### config.mk
export PLATFORM = sky130hd
export DESIGN_NAME = ps2_scan_receiver
export DESIGN_NICKNAME = d
export VERILOG_FILES = /design/src/rtl/ps2_scan_receiver.sv
export SDC_FILE = /design/constraint.sdc
export NUM_CORES = 1
export LEC_CHECK = 0
export BUFFER_PORTS_ARGS = -buffer_cell sky130_fd_sc_hd__buf_2
export CAP_MARGIN = 20
export CORE_MARGIN = 3
export CORE_UTILIZATION = 50
export CTS_BUF_LIST = sky130_fd_sc_hd__clkbuf_4
export CTS_CLUSTER_SIZE = 30
export DETAILED_ROUTE_END_ITERATION = 10
export HOLD_SLACK_MARGIN = 0.05
export PLACE_DENSITY = 0.7
export SLEW_MARGIN = 20
export SYNTH_ARGS = -nofsm -noshare
export SYNTH_HDL_FRONTEND = slang
export SYNTH_SLANG_ARGS = --single-unit
### constraint.sdc
create_clock -name CLOCK_50 -period 2.1 [get_ports CLOCK_50]
set_input_delay 0.105 -clock CLOCK_50 [delete_from_list [all_inputs] [get_ports CLOCK_50]]
set_output_delay 0.105 -clock CLOCK_50 [all_outputs]
set_load 0.05 [all_outputs]
### src/rtl/ps2_scan_receiver.sv
// PS/2 device-to-host receiver: deserialises frames, strips F0/E0 prefixes and
// reports make/break strobes plus a held-key level on the system clock.
module ps2_scan_receiver #(
  parameter int TIMEOUT_CYCLES = 100000
) (
  input  logic       CLOCK_50,
  input  logic       reset,
  input  logic       ps2_clk,
  input  logic       ps2_dat,
  output logic [7:0] scan_code,
  output logic       extended,
  output logic       key_make,
  output logic       key_break,
  output logic       key_held,
  output logic       frame_error
);

  localparam int TW = $clog2(TIMEOUT_CYCLES + 1);

  typedef enum logic [1:0] {IDLE, DATA, PARITY, STOP} state_t;

  state_t      state_q;
  logic        clkMeta_q, clkSync_q, clkPrev_q;
  logic        datMeta_q, datSync_q;
  logic [2:0]  bitCnt_q;
  logic [7:0]  shift_q;
  logic        parity_q;
  logic [TW-1:0] timer_q;
  logic        breakPend_q, extPend_q;
  logic [8:0]  heldCode_q;
  logic [7:0]  scanCode_q;
  logic        extended_q, keyMake_q, keyBreak_q, keyHeld_q, frameError_q;

  logic        fallEdge;
  logic        frameOk;
  logic [8:0]  codeWord;
  logic        isRepeat;

  assign fallEdge = clkPrev_q & ~clkSync_q;
  assign frameOk  = datSync_q & (^{shift_q, parity_q});
  assign codeWord = {extPend_q, shift_q};
  assign isRepeat = keyHeld_q && (codeWord == heldCode_q);

  // Synchroniser, frame FSM, timeout and prefix resolution share one register block
  // so the stop-bit edge resolves the byte and drives the outputs on the next cycle.
  always_ff @(posedge CLOCK_50) begin
    if (reset) begin
      clkMeta_q    <= 1'b1;
      clkSync_q    <= 1'b1;
      clkPrev_q    <= 1'b1;
      datMeta_q    <= 1'b1;
      datSync_q    <= 1'b1;
      state_q      <= IDLE;
      bitCnt_q     <= 3'd0;
      shift_q      <= 8'h00;
      parity_q     <= 1'b0;
      timer_q      <= '0;
      breakPend_q  <= 1'b0;
      extPend_q    <= 1'b0;
      heldCode_q   <= 9'h000;
      scanCode_q   <= 8'h00;
      extended_q   <= 1'b0;
      keyMake_q    <= 1'b0;
      keyBreak_q   <= 1'b0;
      keyHeld_q    <= 1'b0;
      frameError_q <= 1'b0;
    end else begin
      clkMeta_q    <= ps2_clk;
      clkSync_q    <= clkMeta_q;
      clkPrev_q    <= clkSync_q;
      datMeta_q    <= ps2_dat;
      datSync_q    <= datMeta_q;
      keyMake_q    <= 1'b0;
      keyBreak_q   <= 1'b0;
      frameError_q <= 1'b0;

      if (fallEdge) begin
        timer_q <= '0;
        case (state_q)
          IDLE: begin
            if (!datSync_q) begin
              state_q  <= DATA;
              bitCnt_q <= 3'd0;
            end
          end
          DATA: begin
            shift_q  <= {datSync_q, shift_q[7:1]};
            bitCnt_q <= bitCnt_q + 3'd1;
            if (bitCnt_q == 3'd7) state_q <= PARITY;
          end
          PARITY: begin
            parity_q <= datSync_q;
            state_q  <= STOP;
          end
          STOP: begin
            state_q  <= IDLE;
            bitCnt_q <= 3'd0;
            if (!frameOk) begin
              frameError_q <= 1'b1;
              breakPend_q  <= 1'b0;
              extPend_q    <= 1'b0;
            end else if (shift_q == 8'hF0) begin
              breakPend_q <= 1'b1;
            end else if (shift_q == 8'hE0) begin
              extPend_q <= 1'b1;
            end else begin
              breakPend_q <= 1'b0;
              extPend_q   <= 1'b0;
              if (breakPend_q) begin
                scanCode_q <= shift_q;
                extended_q <= extPend_q;
                keyBreak_q <= 1'b1;
                if (codeWord == heldCode_q) keyHeld_q <= 1'b0;
              end else if (!isRepeat) begin
                // Typematic repeats of the held key are swallowed here.
                scanCode_q <= shift_q;
                extended_q <= extPend_q;
                keyMake_q  <= 1'b1;
                keyHeld_q  <= 1'b1;
                heldCode_q <= codeWord;
              end
            end
          end
          default: state_q <= IDLE;
        endcase
      end else if (state_q != IDLE) begin
        if (timer_q == TW'(TIMEOUT_CYCLES - 1)) begin
          state_q      <= IDLE;
          bitCnt_q     <= 3'd0;
          timer_q      <= '0;
          frameError_q <= 1'b1;
          breakPend_q  <= 1'b0;
          extPend_q    <= 1'b0;
        end else begin
          timer_q <= timer_q + TW'(1);
        end
      end
    end
  end

  assign scan_code   = scanCode_q;
  assign extended    = extended_q;
  assign key_make    = keyMake_q;
  assign key_break   = keyBreak_q;
  assign key_held    = keyHeld_q;
  assign frame_error = frameError_q;

endmodule
# Word level (Yosys, flattened, before mapping)
# Cells that the tools add are included.
dict set report totals {
  ff_bits 60
  inputBits 4
  elab_cells 103
}
dict set report classes {
  muxes 38
  add_sub_neg 2
  n_bitwise 10
  n_reduce_logical 18
  eq_ne 16
}
# operator count
set ops {}
lappend ops {{$mux 1} 24}
lappend ops {{$add 17x1->17 const B} 1}
lappend ops {{$eq 17x17->1 const B} 1}
lappend ops {{$mux 17} 1}
lappend ops {{$eq 8x8->1 const B} 2}
lappend ops {{$mux 8} 2}
lappend ops {{$reduce_and 4->1} 4}
lappend ops {{$reduce_and 7->1} 2}
lappend ops {{$mux 3} 4}
lappend ops {{$mux 2} 5}
lappend ops {{$eq 9x9->1} 1}
lappend ops {{$ne 3x3->1 const B} 3}
lappend ops {{$pmux 3 s3} 1}
lappend ops {{$reduce_xor 9->1} 1}
lappend ops {{$not 1->1} 8}
lappend ops {{$pmux 2 s4} 1}
lappend ops {{$reduce_or 7->1} 1}
lappend ops {{$reduce_and 6->1} 1}
lappend ops {{$reduce_bool 2->1} 3}
lappend ops {{$reduce_or 6->1} 1}
lappend ops {{$eq 2x2->1 const B} 2}
lappend ops {{$ne 2x1->1 const B} 2}
lappend ops {{$ne 4x1->1 const B} 1}
lappend ops {{$ne 4x4->1 const B} 1}
lappend ops {{9 further kinds} 11}

# Depth between registers and ports, before layout
dict set report logic_depth {
  depth_word 6
  mapped_depth 9
  mapped_depth_nobuf 8
}

# Worst setup path after synthesis
# OpenSTA, ideal clock, no wires.
dict set report synth_path {
  path_type {reg2reg}
  from {register shift_q[5]}
  to {register scanCode_q[7] (netlist: scan_code[7])}
  setup_slack_ns -0.057
  n_path_buf 3
  synth_period_minus_slack_ns 2.157
  arrival_ns 2.027
  setup_ns 0.129
  stages_incl_launch_ff 10
  cell_sequence {dfxtp_1 buf_6 xnor2_2 xnor3_2 mux2_4 o311a_1 buf_6 buf_8 nand3_1 a21oi_1}
}
dict set report synth_via {
  elab_chain_len 4
}
# item line_no
set synth_rtl {}
lappend synth_rtl {{start, declared} 26} ;# logic [7:0] shift_q;
lappend synth_rtl {{start signal, assigned} 87} ;# shift_q <= {datSync_q, shift_q[7:1]};
lappend synth_rtl {{$eq 9x9->1} 42} ;# assign isRepeat = keyHeld_q && (codeWord == heldCode_q);
lappend synth_rtl {{$logic_and 1x1->1} 42}
lappend synth_rtl {{$ne 2x2->1 (no line)} --}
lappend synth_rtl {{$reduce_and 6->1 (no line) (*)} --}
lappend synth_rtl {{end signal, assigned} 110} ;# scanCode_q <= shift_q;
lappend synth_rtl {{end signal, assigned} 116} ;# scanCode_q <= shift_q;
lappend synth_rtl {{end, declared} 31} ;# logic [7:0] scanCode_q;
# Every way passes the cells marked *; elsewhere a longest branch is shown, timed or not.
# A chain may end at the register's enable or synchronous reset.

# Final worst setup path
dict set report layout_path {
  from {register shift_q[3]}
  to {register scanCode_q[0] (netlist: scan_code[0])}
}
# The elaborated chain is that of the path after synthesis.

==> results.md <==
- DR WL/cell: 13.8 µm
- Reg power frac: 0.536
- Yosys reg bits: 60
- Yosys Warn Count: 0
- WHS: 0.162 ns
- Setup Viol. Count Final: 0
- Clock H-tree levels: 3
- Synth Flop Type: dfxtp_1
- Synth unique cells: 49
- R2R Path Start: shift_q[3]$_SDFFE_PP0P_
- Yosys top cell area share: 0.404
- Cells after Synth: 328
- Largest net degree at the start of global routing: 32
- Synth area leader: dfxtp_1
- Commonest non-fill, non-tap cell in the layout: dfxtp_1
- Pwr dens: 634 nW/µm²
- Via density per instance: 5.33
- Crit-path max FO: 17
- Router iterations before antenna repair: 4
- Initial Util: 0.528
- ANT cells: 0
- Critical path's top delay family: XOR/XNOR gates
- CORE AREA: 5640 µm²
- Input/output buffers: 16
- Vias in the first global route: 2,177
- Max rail drop VDD: 0.573 mV
- Clock share of power: 0.445
- Post-synthesis sequential area ratio: 0.404
- Die Y: 83.2 µm
- CP Capture Type: register
- Layout area overhead: 13.2%
- Hold Path Depth: 2
- Crit Path Class: register to register
- RR Endpoint: scan_code[0]$_SDFFE_PP0P_
- # clock sinks: 60
- Synthesized-area fraction occupied by and/or/nand/nor cells: 0.214
- CP max-delay cell: xnor3_2
- Post-synthesis compound-gate area fraction: 0.125
- Buf/Inv on CP: 1
- Net Sw Frac: 0.229
- GPL Wtd Cong: 0.852
- Most frequent cells in the layout: dfxtp_1, nor2_1, a21oi_1
- Max incr delay on CP: 0.38 ns
- Post-Route WL: 5990 µm
- Synth Area per Inst: 9.08 µm²
- Syn nets: 339
- CP required: 2.39 ns
- HP Class: input port to register
- Hold path start: reset
- Slew Limit Headroom: 0.633
- Setup_tns: 0 ns
- Boundary Pins: 17
- Ordered cell list for the critical path: xnor2_4, xnor3_2, mux2_4, o311a_1, buf_12, nand3_1, a21oi_1
- Fill count: 485
- Worst skew pair latency: 0.41 ns
- Row Count: 27
- Max Root-Sink Buffers: 2
- Clock slew at reported path FFs: 0.12 ns
- CP Launch Type: register
- Psw: 0.488 mW
- CTS tree: done
- Final number of max-transition violations: 0
- Netlist Area Pre-Place: 2980 µm²
- Crit. path cell count: 7
- Root Buffer: clkbuf_4
- Worst Path Arrival: 2.36 ns
- Total of max-cap violations: 0
- First-pass GRT wire length: 10,400 µm
- Number of flops mapped to enable cells by yosys: 0
- Num CTS Buffers: 9
- Reg-to-reg slack, setup: 0.03 ns
- Combinational power share: 0.019
- Via count: 2,315
- Transition time of the tightest slew-check pin: 0.543 ns
- Final Skew: 0.0230 ns
- Fmax: 0.483 GHz
- Post-Synth XOR/XNOR Area: 0.124
- Total Nets Final: 368
- Number of antenna violations at the first check in global routing: 0
- DRT antenna net count: 0
- RSZ-0062 raised after global routing: yes
- Die area: 6910 µm²
- Fin crit share: 0.986
- Main combinational cell family by area after synthesis: simple AND/OR/NAND/NOR gates
- First DRT Iteration DRCs: 220
- GRT overflow: 0
- Worst r2r path cells: 7
- Fraction of registers with async set/reset: 0
- Final hold vios: 0
- Postcts setup bufs: 0
- Share of post-route cells with drive strength above 1: 0.238
- End of the worst hold path: heldCode_q[7]$_SDFFE_PP0P_
- Synth top area cells: dfxtp_1, xor2_1, a21oi_1, nor2_1, nand3_1
- P_leak: 1.30 nW
- Pint: 1.65 mW
- Overall routing resource usage: 0.184
- DRC viols: 0
- Post-DP HPWL: 4240 µm
- Final Critical Period: 2.07 ns
- Adder-cell share of the synthesized area: 0.0294
- Die width: 83.2 µm
- Status: finished, final reports clean
- Mux cell area share after synthesis: 0.0227
==> kinds of logic (layout without fill, tap and decap cells) <==
| logic type | Yosys count | after routing |
|---|---|---|
| AO/OA/AOI/OAI | 62 | 62 |
| XOR/XNOR | 34 | 34 |
| adder cells (fa/ha/maj) | 7 | 7 |
| buffers and inverters | 32 | 66 |
| flip-flops | 60 | 60 |
| multiplexers | 6 | 6 |
| AND/OR/NAND/NOR | 127 | 127 |
==> synth_stat cells (all sizes together), types with 2 or more instances <==
library cell and count:
nand4b 2, nor4b 3, nor2 32, nand2b 4, nand2 28, mux2i 3
nor4 2, or3 4, xor2 21, inv 7, nor3 6, nand4 8
and3 2, buf 9, o21ai 21, mux2 3, xnor2 10, ha 7
nor2b 2, nand3 23, and2 2, or2 5, a21oi 32, xnor3 3
a211oi 3, clkbuf 15, dfxtp 60
==> metal layers <==
layer  up-vias  GRT usage  part of all wire  wire length [µm]
met1      1087      0.264              0.50              3020
li1       1184          -                 -                 -
met3         6     0.0536             0.035               208
met2        38      0.266              0.45              2690
met5         -          0                 0                 0
met4         0     0.0579             0.011                64
==> worst reg2reg max path: cells and delay by family (launching register included) <==
| family | cells | cell delay [ns] |
|---|---|---|
| AND/OR/NAND/NOR | 1 | 0.11 |
| buffers and inverters | 1 | 0.16 |
| flip-flops | 1 | 0.36 |
| AO/OA/AOI/OAI | 2 | 0.41 |
| XOR/XNOR | 2 | 0.58 |
| multiplexers | 1 | 0.33 |
==> power groups by stage <==
stage	registers (mW)	logic [mW]	clock network (mW)
6_report	1.14	0.0406	0.949
5_1_grt	1.15	0.0446	1.03
4_1_cts	1.14	0.0404	0.963
3_5_place_dp	1.17	0.0375	0
3_3_place_gp	1.17	0.0372	0
2_1_floorplan	1.17	0.0315	0
==> how the worst max path moves through the flow <==
stage / slack, ns / to / startpoint
5_1_grt: -0.05 / scan_code[7]$_SDFFE_PP0P_ / parity_q$_SDFFE_PP0P_
3_3_place_gp: 0.04 / key_break$_SDFF_PP0_ / shift_q[3]$_SDFFE_PP0P_
2_1_floorplan: -0.03 / scan_code[7]$_SDFFE_PP0P_ / shift_q[7]$_SDFFE_PP0P_
4_1_cts: 0.01 / scan_code[0]$_SDFFE_PP0P_ / shift_q[4]$_SDFFE_PP0P_
3_5_place_dp: -0.003 / scan_code[0]$_SDFFE_PP0P_ / shift_q[3]$_SDFFE_PP0P_
6_report: 0.03 / scan_code[0]$_SDFFE_PP0P_ / shift_q[3]$_SDFFE_PP0P_
==> layout make-up <==
class	count	area [µm²]	area share
Clock buffer	9	67.6	0.0201
Clock inverter	7	100	0.0297
Inverter	7	26.3	0.00780
Multi-Input combinational cell	236	1560	0.463
Sequential cell	60	1210	0.359
Tap cell	72	90.1	0.0267
Timing Repair Buffer	43	317	0.0940
==> state kept, by name, indices dropped and copies added (netlist names), 2 cells and up <==
signal,flops
bitCnt_q,3
heldCode_q,9
scan_code,8
shift_q,8
state_q,2
timer_q,17
==> metrics by stage <==
step	setup slack, ns	instances	utilization	total power [mW]	instance area, µm²
finish	0.0295	434	0.597	2.13	3370
global route	-0.0472	434	0.597	2.22	3370
CTS	0.00970	434	0.592	2.15	3340
detailed placement	-0.00322	416	0.558	1.21	3150
global placement	0.0442	416	0.558	1.21	3150
floorplan	-0.0254	328	-	1.20	2980
==> timing repair <==
item                                    CTS  global route
pin swaps                                 0             2
resized for setup                         2            17
hold buffers                              2             0
endpoints found under the hold margin     2             0
gates cloned                              0             0
endpoints found under the setup margin    4            27
Note: power is estimated with default switching activity, not from simulation.
